**src/rtl/bus_cmp_pkg.sv**
```systemverilog
// Shared definitions for the bus comparator: status encoding, CRC defaults
// and the CRC checker state encoding.
package bus_cmp_pkg;

    localparam logic [1:0] ST_BUSY = 2'b10;
    localparam logic [1:0] ST_PASS = 2'b00;
    localparam logic [1:0] ST_FAIL = 2'b01;

    localparam logic [15:0] CRC_POLY_DEF = 16'h1021;
    localparam logic [15:0] CRC_INIT_DEF = 16'h0000;

    typedef enum logic [1:0] {
        S_IDLE  = 2'd0,
        S_SHIFT = 2'd1,
        S_CHECK = 2'd2,
        S_DONE  = 2'd3
    } crcState_t;

endpackage

```
**src/rtl/crc_check_if.sv**
```systemverilog
// Request/result channel between the comparator controller and one CRC checker.
interface crc_check_if #(
    parameter int DATA_W = 64,
    parameter int CRC_W  = 16
);
    logic              crcEn;
    logic [DATA_W-1:0] data;
    logic [1:0]        crcStatus;
    logic [CRC_W-1:0]  crcValue;

    modport master (output crcEn, output data, input crcStatus, input crcValue);
    modport slave  (input crcEn, input data, output crcStatus, output crcValue);
endinterface

```
**src/rtl/crc_check_step.sv**
```systemverilog
// One-bit non-reflected LFSR update; kept standalone so a transmit-side
// generator can reuse it.
module crc16_serial_step #(
    parameter int CRC_W = 16
) (
    input  logic [CRC_W-1:0] crcIn,
    input  logic             bitIn,
    input  logic [CRC_W-1:0] poly,
    output logic [CRC_W-1:0] crcOut
);
    logic fb;

    assign fb     = crcIn[CRC_W-1] ^ bitIn;
    assign crcOut = {crcIn[CRC_W-2:0], 1'b0} ^ (fb ? poly : '0);

endmodule

```
**src/rtl/crc_check.sv**
```systemverilog
// CRC check responder: serially recomputes the payload CRC of a latched frame
// and reports pass/fail against the frame's CRC trailer.
//
// state   | meaning
// --------+-----------------------------------------------------------
// S_IDLE  | waiting for crcEn low; status busy
// S_SHIFT | one payload bit per clock, MSB first
// S_CHECK | register computed CRC and mismatch flag
// S_DONE  | hold result until crcEn returns high
module crc_check
    import bus_cmp_pkg::*;
#(
    parameter int          DATA_W = 64,
    parameter int          CRC_W  = 16,
    parameter logic [15:0] POLY   = CRC_POLY_DEF,
    parameter logic [15:0] INIT   = CRC_INIT_DEF
) (
    input  logic        clk,
    input  logic        rst,
    crc_check_if.slave  bus
);
    localparam int PAY_W = DATA_W - CRC_W;
    localparam int CNT_W = $clog2(PAY_W);
    localparam logic [CNT_W-1:0] LAST_BIT = CNT_W'(PAY_W - 1);

    crcState_t         state, nextState;
    logic [DATA_W-1:0] frame;
    logic [CRC_W-1:0]  crcReg, crcNext;
    logic [CNT_W-1:0]  bitCnt;
    logic [1:0]        statusQ;
    logic [CRC_W-1:0]  valueQ;
    logic              loadFrame, shiftEn, capture;

    crc16_serial_step #(.CRC_W(CRC_W)) u_step (
        .crcIn  (crcReg),
        .bitIn  (frame[DATA_W-1]),
        .poly   (POLY[CRC_W-1:0]),
        .crcOut (crcNext)
    );

    always_ff @(posedge clk or negedge rst) begin
        if (!rst) state <= S_IDLE;
        else      state <= nextState;
    end

    always_comb begin
        nextState = state;
        loadFrame = 1'b0;
        shiftEn   = 1'b0;
        capture   = 1'b0;
        case (state)
            S_IDLE: begin
                if (!bus.crcEn) begin
                    nextState = S_SHIFT;
                    loadFrame = 1'b1;
                end
            end
            S_SHIFT: begin
                if (bus.crcEn) begin
                    nextState = S_IDLE;
                end else begin
                    shiftEn = 1'b1;
                    if (bitCnt == LAST_BIT) nextState = S_CHECK;
                end
            end
            S_CHECK: begin
                if (bus.crcEn) begin
                    nextState = S_IDLE;
                end else begin
                    capture   = 1'b1;
                    nextState = S_DONE;
                end
            end
            S_DONE: begin
                if (bus.crcEn) nextState = S_IDLE;
            end
            default: nextState = S_IDLE;
        endcase
    end

    // The frame shifts left, so after all payload bits the trailer sits in the top CRC_W bits.
    always_ff @(posedge clk or negedge rst) begin
        if (!rst) begin
            frame   <= '0;
            crcReg  <= '0;
            bitCnt  <= '0;
            statusQ <= ST_BUSY;
            valueQ  <= '0;
        end else begin
            if (loadFrame) begin
                frame  <= bus.data;
                crcReg <= INIT[CRC_W-1:0];
                bitCnt <= '0;
            end else if (shiftEn) begin
                frame  <= {frame[DATA_W-2:0], 1'b0};
                crcReg <= crcNext;
                bitCnt <= bitCnt + CNT_W'(1);
            end
            if (capture) begin
                valueQ  <= crcReg;
                statusQ <= {1'b0, crcReg != frame[DATA_W-1 -: CRC_W]};
            end else if (nextState == S_IDLE) begin
                statusQ <= ST_BUSY;
            end
        end
    end

    assign bus.crcStatus = statusQ;
    assign bus.crcValue  = valueQ;

endmodule

```
**src/flat_wrapper.sv**
```systemverilog
// flat-port wrapper written by rule: the top's interface ports become plain ports
module crc_check_flat import bus_cmp_pkg::*;
#(
    parameter int          DATA_W = 64,
    parameter int          CRC_W  = 16,
    parameter logic [15:0] POLY   = CRC_POLY_DEF,
    parameter logic [15:0] INIT   = CRC_INIT_DEF
)
  (clk, rst, bus_crcEn, bus_data, bus_crcStatus, bus_crcValue);
  crc_check_if #(.DATA_W(DATA_W), .CRC_W(CRC_W)) bus_i ();
  input  logic clk;
  input  logic rst;
  input wire logic [$bits(bus_i.crcEn)-1:0] bus_crcEn;
  input wire logic [$bits(bus_i.data)-1:0] bus_data;
  output wire logic [$bits(bus_i.crcStatus)-1:0] bus_crcStatus;
  output wire logic [$bits(bus_i.crcValue)-1:0] bus_crcValue;
  assign bus_i.crcEn = bus_crcEn;
  assign bus_i.data = bus_data;
  assign bus_crcStatus = bus_i.crcStatus;
  assign bus_crcValue = bus_i.crcValue;
  crc_check #(.DATA_W(DATA_W), .CRC_W(CRC_W), .POLY(POLY), .INIT(INIT)) u_core (.clk(clk), .rst(rst), .bus(bus_i));
endmodule
```
**config.mk**
```make
export PLATFORM = sky130hd
export DESIGN_NAME = crc_check_flat
export DESIGN_NICKNAME = d
export VERILOG_FILES = /design/src/rtl/bus_cmp_pkg.sv /design/src/rtl/crc_check_if.sv /design/src/rtl/crc_check_step.sv /design/src/rtl/crc_check.sv /design/src/flat_wrapper.sv
export SDC_FILE = /design/constraint.sdc
export NUM_CORES = 1
export LEC_CHECK = 0
export ABC_AREA = 1
export BUFFER_PORTS_ARGS = -buffer_cell sky130_fd_sc_hd__buf_2
export CORE_UTILIZATION = 45
export DETAILED_ROUTE_END_ITERATION = 7
export GPL_TIMING_DRIVEN = 0
export PLACE_DENSITY = 0.67
export SLEW_MARGIN = 0
export SYNTH_ARGS = -nofsm -noshare
export SYNTH_HDL_FRONTEND = slang
export SYNTH_SLANG_ARGS = --single-unit
export TNS_END_PERCENT = 30
```
**constraint.sdc**
```tcl
create_clock -name clk -period 3.2 [get_ports clk]
set_clock_uncertainty 0.1 [all_clocks]
set_input_delay 0.32 -clock clk [delete_from_list [all_inputs] [get_ports clk]]
set_output_delay 0.32 -clock clk [all_outputs]
set_load 0.02 [all_outputs]
```
Word level (Yosys, flattened, before mapping). Index checks and enable logic that the tools add are counted. W data, S select, Z words.

Register bits: 106. Input bits: 67. Output and inout bits: 18.

$add $sub $neg: 1. Equality and inequality tests: 5. Muxes and demuxes: 19. Bitwise operators: 2. Reductions and logical operators: 4.

Operators with widths (number): $mux W64 (2); $mux W16 (2); $ne A16 B16 Y1 (1); $xor A16 B13 Y16 (1); $mux W2 (7); $mux W13 (1); $mux W6 (2); $pmux W2 S4 (1); $add A6 B1 Y6 const B (1); $eq A6 B6 Y1 const B (1); $eq A2 B2 Y1 const B (2); $logic_not A2 Y1 (2); $mux W1 (4); $reduce_bool A2 Y1 (2); $eq A2 B1 Y1 const B (1); $xor A1 B1 Y1 (1).

Depth between registers and ports, before layout. Gate-level depths: netlist of the first run.

Word-level depth: 7. Depth in mapped cells: 9. Depth with buffers taken out: 9.

Modules after synthesis. From an unflattened synthesis of the first run, not the netlist that was laid out.

Cell total of the unflattened synthesis: 603. Area, all modules: 5396.4 um^2.

By module, submodules not included: crc_check (instances 1, cells an instance 517, area an instance 4984.8 um^2, seq. area each 2653.8 um^2); crc16_serial_step (instances 1, cells an instance 86, area an instance 411.6 um^2, seq. area each 0.0 um^2).

Least setup slack after synthesis of the first run. Ideal clock, no wire load.

Kind: register to register. Start: register u_core.state[1]. End: register u_core.frame[58]. Library setup time: 86 ps. Data arrival time: 1142 ps. Setup slack: 1872 ps. Cell stages (with the launch flop): 8. Path buffers: 2. Cell sequence: dfrtp_1 inv_2 nand2_1 nor2_4 inv_2 buf_6 buf_6 o221ai_2.

Cells in the longest elaborated chain, start to end: 3.

RTL lines: start: declaration (line crc_check.sv:26) `crcState_t state, nextState;`; start signal: assignment (line crc_check.sv:43) `else state <= nextState;`; $eq A2 B1 Y1 / $logic_not A2 Y1 (equally long branches) (line crc_check.sv:51) `case (state)`; $mux W1 (line crc_check.sv:51); $reduce_bool A2 Y1 (no line) / $mux W64 (equally long branches); end signal: assignment (line crc_check.sv:91) `frame <= bus.data;`; end signal: assignment (line crc_check.sv:95) `frame <= {frame[DATA_W-2:0], 1'b0};`; end: declaration (line crc_check.sv:27) `logic [DATA_W-1:0] frame;`.

Parallel ways exist; a longest one is shown, timed or not. A chain may end at the register's enable or synchronous reset.

Final worst setup path of the first run.
Start: register u_core.state[1]. End: register u_core.frame[46].

Same word-level chain as after synthesis.

==> flow_metrics.tcl, run 1 <==
set metrics [dict create \
    outcome "complete, no violations" \
    grt_antenna_before_repair 0 \
    grt_max_degree 74 \
    p_clk_share_pct 28.9 \
    io_pins 85 \
    core_area_um2 9950 \
    layout-drive-gt1-share_pct 22.9 \
    grt_pass1_vias 3746 \
    required_ns 3.37 \
    start_util_pct 47.2 \
    final_net_count 670 \
    clock_path_buffers 2 \
    maxSlewViolCount 0 \
    dpl.hpwl_um 7390 \
    worstSkewPairLatency_ns 0.37 \
    drt-initial-drc-count 123 \
    cp.arrival_ns 1.76 \
    grt_pass1_wl_um 17600 \
    place_ws_ns 1.59 \
    maxCapViolCount 0 \
    tightest_slew_ns 0.522 \
    syn_inst 505 \
    cts.clk_slew.worst_paths_ns 0.11 \
    avgViaCountPerCell 5.09 \
    hp-class "input port to flip-flop" \
    grt_usage_pct 20.4 \
    port_buffers 84 \
    ys_types 25 \
    p_int_w 0.00207 \
    first_pass_iters 4 \
    clock-sinks 106 \
    timing.hold.ws_ns 0.0490 \
    num_vias 3763 \
    htreeDepth 3 \
    rsz0062_at_grt "no" \
    period_minus_slack_ns 1.59 \
    die_h_um 104 \
    p_sw_w 0.000818 \
    rows 36 \
    ant_nets 0 \
    power_density_nw_per_um2 522 \
    setup_viol 0 \
    cts_root_buf "clkbuf_8" \
    detail_route.wirelength_um 10100 \
    cts_hold_buf 1 \
    combPwrFrac_pct 17.6 \
    ys_seq_elements 106 \
    worst_slack_ns 1.61 \
    syn2layout_area_growth_pct 17.6 \
    syn_avg_cell_area_um2 9.31 \
    p_sw_share_pct 28.3 \
    crit_path_end_kind "flip-flop" \
    worst-path-max-fanout 10 \
    die_w_um 104 \
    power_frac_seq_pct 53.6 \
    ys_seq_area_share_pct 56.4 \
    slew-limit-headroom_pct 65.2 \
    dieArea_um2 10900 \
    start_kind "flip-flop" \
    period_share_pct 49.7 \
    avgRoutedWirePerCell_um 13.6 \
    drc 0 \
    leakagePower_nw 2.73 \
    cts_made_buffers 9 \
    num_antenna_cells 0 \
    cts_tree "yes" \
    yosys_warnings 0 \
    cts-resized-gates 0 \
    setup_tns_ns 0 \
    syn_area_um2 4700 \
    gp_congestion 0.787 \
    gr-total-overflow 0 \
    syn_nets 573 \
    clock.fmax_mhz 628 \
    path_class "flip-flop to flip-flop" \
    final_hold_viol_count 0 \
    post-cts-setup-buffer-count 0 \
    ir_worst_vdd_v 0.000275 \
    final_util_pct 55.6 \
]
cell families after synthesis:
group                    share of synthesized area (%)
AND/OR/NAND/NOR                                   14.4
adder cells (fa/ha/maj)                          0.266
flip-flops                                        56.4
AO/OA/AOI/OAI                                     17.9
buffers and inverters                             11.0
power by group through the flow:
stage | Combinational (W) | Clock [W] | Sequential (W)
after global placement | 0.000490 | 0 | 0.00157
after floorplan | 0.000308 | 0 | 0.00159
after global routing | 0.000580 | 0.000912 | 0.00157
final | 0.000508 | 0.000833 | 0.00155
after detailed placement | 0.000512 | 0 | 0.00157
after CTS | 0.000515 | 0.000853 | 0.00155
worst paths after layout:
kind | from | depth (start not counted) | to | slack, ns
max | u_core.state[1] | 6 | u_core.frame[46] | 1.61
min | bus_data[30] | 3 | u_core.frame[30] | 0.05
max reg2reg | u_core.state[1] | 6 | u_core.frame[46] | 1.61
min reg2reg | u_core.bus.crcValue[7] | 2 | u_core.bus.crcValue[7] | 0.39
max in group asynchronous | rst | 3 | u_core.frame[45] | 1.95
min in group asynchronous | rst | 2 | u_core.bus.crcValue[10] | 0.34
cell usage after synthesis (all sizes together):
library cell	instances	area, um^2
dfrtp	105	2630
nor2	16	67.6
ha	1	12.5
dfstp	1	26.3
inv	93	349
o221ai	63	583
a22o	1	8.76
nor3	1	10.0
o22ai	15	106
clkbuf	5	18.8
nand3	6	30.0
nand2	148	558
o21ai	26	134
nand4	1	6.26
buf	21	149
a32o	1	10.0
or2	1	6.26
critical path, stage by stage (launching register included):
cell      delay (ns)
dfrtp_1         0.38
inv_2           0.10
nand2_1         0.11
nor2_4          0.23
inv_2           0.13
clkbuf_1        0.25
o221ai_1        0.22
flip-flops by register name (all words and copies together) (netlist names):
| register | count |
|---|---|
| u_core.bitCnt | 6 |
| u_core.bus.crcStatus | 2 |
| u_core.bus.crcValue | 16 |
| u_core.crcReg | 16 |
| u_core.frame | 64 |
| u_core.state | 2 |
per-stage QoR:
step / instances / cell area [um^2] / total power, W
3_3_place_gp: 722 / 5290 / 0.00206
5_1_grt: 739 / 5530 / 0.00306
3_5_place_dp: 723 / 5320 / 0.00209
2_1_floorplan: 505 / 4700 / 0.00190
6_report: 739 / 5530 / 0.00289
4_1_cts: 739 / 5530 / 0.00292
cell type report:
| class | instances | area (um^2) |
|---|---|---|
| tap | 133 | 166 |
| sequential | 106 | 2650 |
| buffer | 26 | 168 |
| fill | 921 | 4420 |
| inverter | 93 | 349 |
| clock buffer | 10 | 138 |
| clock inverter | 5 | 62.6 |
| timing repair buffer | 86 | 460 |
| multi-input combinational | 280 | 1530 |
cells in the final DEF, fill, tap and decap left out, types with 2 or more instances in the layout:
cell type	instances
o21ai_0	7
buf_2	97
nand3_1	6
buf_6	7
inv_1	88
clkinvlp_4	2
clkbuf_8	10
o21ai_1	18
o221ai_2	5
clkbuf_1	5
nand2_1	147
inv_2	5
o221ai_1	58
o22ai_1	13
dfrtp_1	105
nor2_1	15
o22ai_2	2
layer usage:
| metal | share of wire, % | global-route usage, % | vias up |
|---|---|---|---|
| met3 | 5.4 | 6.20 | 12 |
| met4 | 1.0 | 5.00 | 0 |
| met5 | 0 | 0 | - |
| met1 | 46 | 26.5 | 1784 |
| li1 | - | - | 1871 |
| met2 | 47 | 33.5 | 96 |
No activity file was read; power rests on OpenSTA's default activity.
==> run 2, diff against run 1 <==
--- a/config.mk
+++ b/config.mk
@@ -5,12 +5,12 @@
 export SDC_FILE = /design/constraint.sdc
 export NUM_CORES = 1
 export LEC_CHECK = 0
-export ABC_AREA = 1
+export ABC_AREA = 0
 export BUFFER_PORTS_ARGS = -buffer_cell sky130_fd_sc_hd__buf_2
 export CORE_UTILIZATION = 45
 export DETAILED_ROUTE_END_ITERATION = 7
 export GPL_TIMING_DRIVEN = 0
-export PLACE_DENSITY = 0.67
+export PLACE_DENSITY = 0.69
 export SLEW_MARGIN = 0
 export SYNTH_ARGS = -nofsm -noshare
 export SYNTH_HDL_FRONTEND = slang
==> constraint.sdc (replaced) <==
create_clock -name clk -period 1.29 [get_ports clk]
set_clock_uncertainty 0.1 [all_clocks]
set_input_delay 0.129 -clock clk [delete_from_list [all_inputs] [get_ports clk]]
set_output_delay 0.129 -clock clk [all_outputs]
set_load 0.02 [all_outputs]
==> flow_metrics.tcl, run 2 <==
set metrics [dict create \
    worst_slack_ns -0.274 \
    gr-total-overflow 0 \
    final_net_count 702 \
    slew-limit-headroom_pct 67.3 \
    ys.flop_type "dfrtp_1" \
    dpl.hpwl_um 7240 \
    drt-initial-drc-count 173 \
    power_density_nw_per_um2 1070 \
    start_util_pct 46.5 \
    cts.clk_slew.worst_paths_ns 0.11 \
    layout_common_cells "dfrtp_1 (105), buf_2 (83), nand2_1 (68), dlygate4sd3_1 (67), mux2i_1 (63)" \
    num_antenna_cells 0 \
    path_class "flip-flop to flip-flop" \
    yosys_warnings 0 \
    first_pass_iters 4 \
    start_kind "flip-flop" \
    maxSlewViolCount 0 \
    synthTopCellsByCount "nand2_1 (106), dfrtp_1 (105), o21ai_0 (67), mux2i_1 (63), nand3_1 (18)" \
    ir_worst_vdd_v 0.000692 \
    avgViaCountPerCell 5.09 \
    ant_nets 0 \
    syn2layout_area_growth_pct 48.2 \
    outcome "complete, but fails checks" \
    fin_area_um2 7110 \
    place_ws_ns -0.502 \
    avgRoutedWirePerCell_um 15.7 \
    syn_inst 453 \
    synth_edf_count 0 \
    clock_path_buffers 2 \
    ys_seq_elements 106 \
    regMostFlops "u_core.frame" \
    synth_top_area_cell "dfrtp_1" \
    syn_area_um2 4800 \
    ys_types 28 \
    grt_pass1_vias 4080 \
    htreeDepth 3 \
    ys_seq_area_share_pct 55.3 \
    core_area_um2 10300 \
    syn_avg_cell_area_um2 10.6 \
    rows 37 \
    syn_nets 521 \
    async_flop_share_pct 100 \
    nFillCells 759 \
    grt_max_degree 73 \
    period_share_pct 121 \
    drc 0 \
    period_minus_slack_ns 1.56 \
    placed_area_um2 5480 \
    maxCapViolCount 0 \
    worstSkewPairLatency_ns 0.37 \
    cts_made_buffers 9 \
    cts_tree "yes" \
    io_pins 85 \
    hp-class "input port to flip-flop" \
    grt_usage_pct 22.9 \
    required_ns 1.46 \
    layout-drive-gt1-share_pct 36.1 \
    min-delay-start "bus_crcEn" \
    violations "setup timing" \
    synth_top_area_share_pct 54.8 \
    largest_register_ffs 64 \
    layout_commonest_cell "dfrtp_1" \
    die_w_um 105 \
    leakagePower_nw 3.58 \
    startpoint "u_core.state[1]" \
    rsz0062_at_grt "yes" \
    clock.fmax_mhz 640 \
    grt_pass1_wl_um 19900 \
    clock-sinks 106 \
    r2r_start "u_core.state[1]" \
    gp_congestion 0.794 \
    tightest_slew_ns 0.489 \
    dieArea_um2 11100 \
    cts_root_buf "clkbuf_8" \
    grt_antenna_before_repair 0 \
    port_buffers 83 \
    setup_viol 105 \
    cp.arrival_ns 1.73 \
    final_hold_viol_count 0 \
    setup_tns_ns -17.80 \
    worst-path-max-fanout 6 \
    synthTopCellsByArea "dfrtp_1 (55%), mux2i_1 (13%), nand2_1 (8.3%)" \
    crit_path_end_kind "flip-flop" \
    detail_route.wirelength_um 12200 \
    yosys.cell_count.top_type "nand2_1" \
    die_h_um 105 \
    num_vias 3937 \
]
[run 2: path summary, 6_finish.rpt]
check                                               end  slack, ns  cells past startpoint
worst min register to register         u_core.frame[17]       0.39                      2
worst max register to register         u_core.crcReg[7]      -0.27                      7
worst max-delay path                   u_core.crcReg[7]      -0.27                      7
worst min-delay path                  u_core.crcReg[15]       0.12                      5
min in group asynchronous              u_core.frame[29]       0.16                      2
max in group asynchronous       u_core.bus.crcStatus[1]       0.19                      3
[run 2: logic make-up (layout without fill, tap and decap cells)]
family                     after synthesis  count (layout)  share of synthesized area (%)
xor gates and xnor gates                18              18                           3.29
AOI/OAI and AO/OA                       74              74                           8.08
muxes                                   79              79                           16.9
adders and majority gates                1               1                          0.261
DFF                                    106             106                           55.3
and+or+nand+nor                        143             143                           12.8
buffers and inverters                   32             217                           3.39
[run 2: worst max-delay path, stage by stage (launching register included)]
cell       delay, ns
dfrtp_1         0.42
or2_1           0.25
buf_6           0.15
buf_8           0.15
buf_12          0.14
clkbuf_16       0.16
nand2_2         0.06
nand2_1         0.04
[run 2: cell type report]
class	instances	area, um^2	area share, %
clock buffers	10	138	1.94
plain buffers	31	408	5.74
well taps	136	170	2.39
flip-flops and latches	106	2650	37.3
multi-input cells	315	2280	32.0
clock inverters	5	85.1	1.20
repair buffers	170	1370	19.3
inverters	1	6.26	0.0880
[run 2: per-stage QoR]
step	power, W	instances	hold WS (ns)	util, %
5_1_grt	0.00797	774	0.148	68.9
3_5_place_dp	0.00490	673	0.0323	53.1
4_1_cts	0.00750	769	0.00431	66.0
2_1_floorplan	0.00450	453	-0.267	-
3_3_place_gp	0.00483	672	0.237	52.8
6_report	0.00763	774	0.124	68.9
[run 2: repair_timing]
item | CTS | global route
setup buffers | 9 | 2
hold endpoints to repair | 100 | 1
endpoints found under the setup margin | 107 | 106
resized for setup | 109 | 86
pin swaps | 18 | 5
hold buffers | 66 | 1
gates cloned | 6 | 2
[run 2: where the power goes]
group	internal, W	leakage, nW	switching, W
Sequential	0.00365	1.37	0.000281
Combinational	0.000738	2.09	0.000640
Clock	0.00115	0.109	0.00117
[run 2: layer usage]
| layer | vias up | routed length (um) | global-route usage, % |
|---|---|---|---|
| met3 | 14 | 426 | 2.91 |
| met2 | 95 | 6010 | 38.5 |
| met1 | 1933 | 5560 | 30.6 |
| met5 | - | 0 | 0 |
| met4 | 0 | 194 | 7.85 |
| li1 | 1895 | - | - |
==> run 3, diff against run 2 <==
--- a/config.mk
+++ b/config.mk
@@ -5,12 +5,12 @@
 export SDC_FILE = /design/constraint.sdc
 export NUM_CORES = 1
 export LEC_CHECK = 0
-export ABC_AREA = 0
+export ABC_AREA = 1
 export BUFFER_PORTS_ARGS = -buffer_cell sky130_fd_sc_hd__buf_2
 export CORE_UTILIZATION = 45
 export DETAILED_ROUTE_END_ITERATION = 7
 export GPL_TIMING_DRIVEN = 0
-export PLACE_DENSITY = 0.69
+export PLACE_DENSITY = 0.67
 export SLEW_MARGIN = 0
 export SYNTH_ARGS = -nofsm -noshare
 export SYNTH_HDL_FRONTEND = slang
==> constraint.sdc (replaced) <==
create_clock -name clk -period 1.8 [get_ports clk]
set_clock_uncertainty 0.1 [all_clocks]
set_input_delay 0.18 -clock clk [delete_from_list [all_inputs] [get_ports clk]]
set_output_delay 0.18 -clock clk [all_outputs]
set_load 0.02 [all_outputs]
==> flow_metrics.tcl, run 3 (synthesis results as in run 1) <==
set metrics [dict create \
    outcome "complete, no violations" \
    reg2reg_setup_slack_ns 0.21 \
    setup_viol 0 \
    worst-path-max-fanout 10 \
    fin_area_um2 6170 \
    io_pins 85 \
    maxSlewViolCount 0 \
    grt_pass1_vias 4169 \
    ant_nets 0 \
    cts_root_buf "clkbuf_8" \
    dpl.hpwl_um 7390 \
    cp.arrival_ns 1.76 \
    num_antenna_cells 0 \
    core_area_um2 9950 \
    avgViaCountPerCell 5.02 \
    start_kind "flip-flop" \
    power_density_nw_per_um2 851 \
    avgRoutedWirePerCell_um 13.6 \
    period_share_pct 88.4 \
    dp_cells 723 \
    worstSkewPairLatency_ns 0.37 \
    grt_pass1_wl_um 19300 \
    layout_commonest_cell "nand2_1" \
    ir_worst_vdd_v 0.000500 \
    hold_depth 3 \
    first_pass_iters 4 \
    grt_max_degree 74 \
    path_class "flip-flop to flip-flop" \
    max_stage_delay_ns 0.38 \
    required_ns 1.97 \
    clock_path_buffers 2 \
    cts_made_buffers 9 \
    gp_congestion 0.787 \
    largest_register_ffs 64 \
    clock.fmax_mhz 629 \
    tightest_slew_ns 0.528 \
    num_vias 4030 \
    htreeDepth 3 \
    die_h_um 104 \
    r2r_cells 6 \
    cts_tree "yes" \
    gr-total-overflow 0 \
    clock-sinks 106 \
    slowest_stage "dfrtp_1" \
    regMostFlops "u_core.frame" \
    crit_path_end_kind "flip-flop" \
    placed_area_um2 5320 \
    maxCapViolCount 0 \
    final_net_count 734 \
    period_minus_slack_ns 1.59 \
    cp_common_cell "inv_2" \
    start_util_pct 47.2 \
    cts-resized-gates 0 \
    layout-drive-gt1-share_pct 20.7 \
    rows 36 \
    drt-initial-drc-count 152 \
    layout.cells.non_filler 803 \
    drc 0 \
    rsz0062_at_grt "no" \
    final_hold_viol_count 0 \
    syn2layout_area_growth_pct 31.2 \
    detail_route.wirelength_um 11000 \
    leakagePower_nw 3.00 \
    layout_common_cells "nand2_1 (147), dfrtp_1 (105), buf_2 (97), inv_1 (88), dlygate4sd3_1 (65)" \
    grt_antenna_before_repair 0 \
    slew-limit-headroom_pct 64.8 \
    nFillCells 840 \
    grt_usage_pct 22.2 \
    dieArea_um2 10900 \
    cts.clk_slew.worst_paths_ns 0.09 \
    path_cells "inv_2, nand2_1, nor2_4, inv_2, clkbuf_1, o221ai_1" \
    hp-class "input port to flip-flop" \
    die_w_um 104 \
    port_buffers 84 \
]
## run 3: cell count changes in the layout (fill, tap and decap cells not counted), moves of 14 or more
cell,change
nand2_1,+79
nand2_2,-31
o21ai_2,-16
xor2_1,-16
o21ai_1,-19
mux2_4,-16
o221ai_1,+58
mux2i_1,-63
inv_1,+88
buf_2,+14
## run 3: worst max-delay path, delay by kind of cell (launching register included)
family	cells	cell delay (ns)
simple gates	2	0.34
flops	1	0.38
buf+inv	3	0.48
compound gates	1	0.22
## run 3: repair_timing
action | CTS | global route
setup buffers | 0 | 0
hold endpoints to repair | 97 | 0
hold buffers | 65 | 0
## run 3: through the flow
step | setup slack (ns) | hold slack [ns] | setup TNS [ns] | utilization [%] | power (W)
finish | 0.210 | 0.0303 | 0 | 62.0 | 0.00525
global route | 0.123 | 0.0189 | 0 | 62.0 | 0.00555
global placement | -0.729 | 0.294 | -76.02 | 53.1 | 0.00366
floorplan | 0.472 | -0.216 | 0 | - | 0.00338
detailed placement | 0.218 | 0.0658 | 0 | 53.4 | 0.00371
CTS | 0.205 | 0.00784 | 0 | 62.0 | 0.00529
## run 3: routing by layer
| metal | track usage, % | part of all wire (%) |
|---|---|---|
| met1 | 28.0 | 44 |
| met2 | 38.0 | 49 |
| met3 | 6.02 | 5.1 |
| met4 | 5.31 | 1.1 |
| met5 | 0 | 0 |
## run 3: report_power, final
group          switching (W)  internal, W
sequential          0.000108      0.00264
combinational       0.000572     0.000446
clock               0.000799     0.000681
## run 3: worst paths after layout
check	start	endpoint
min in group asynchronous	rst	u_core.bus.crcValue[10]
setup / recovery	u_core.state[1]	u_core.frame[46]
hold reg to reg	u_core.bus.crcValue[7]	u_core.bus.crcValue[7]
max in group asynchronous	rst	u_core.bus.crcStatus[1]
setup reg to reg	u_core.state[1]	u_core.frame[46]
hold / removal	bus_crcEn	u_core.bus.crcStatus[1]
## run 3: layout make-up
class	count	area [um^2]	area share (%)
clock inverter	5	62.6	1.01
buffer	26	168	2.72
clock buffer	10	138	2.23
multi-input combinational	280	1530	24.8
tap	133	166	2.70
sequential	106	2650	43.0
timing repair buffer	150	1100	17.8
inverter	93	349	5.66
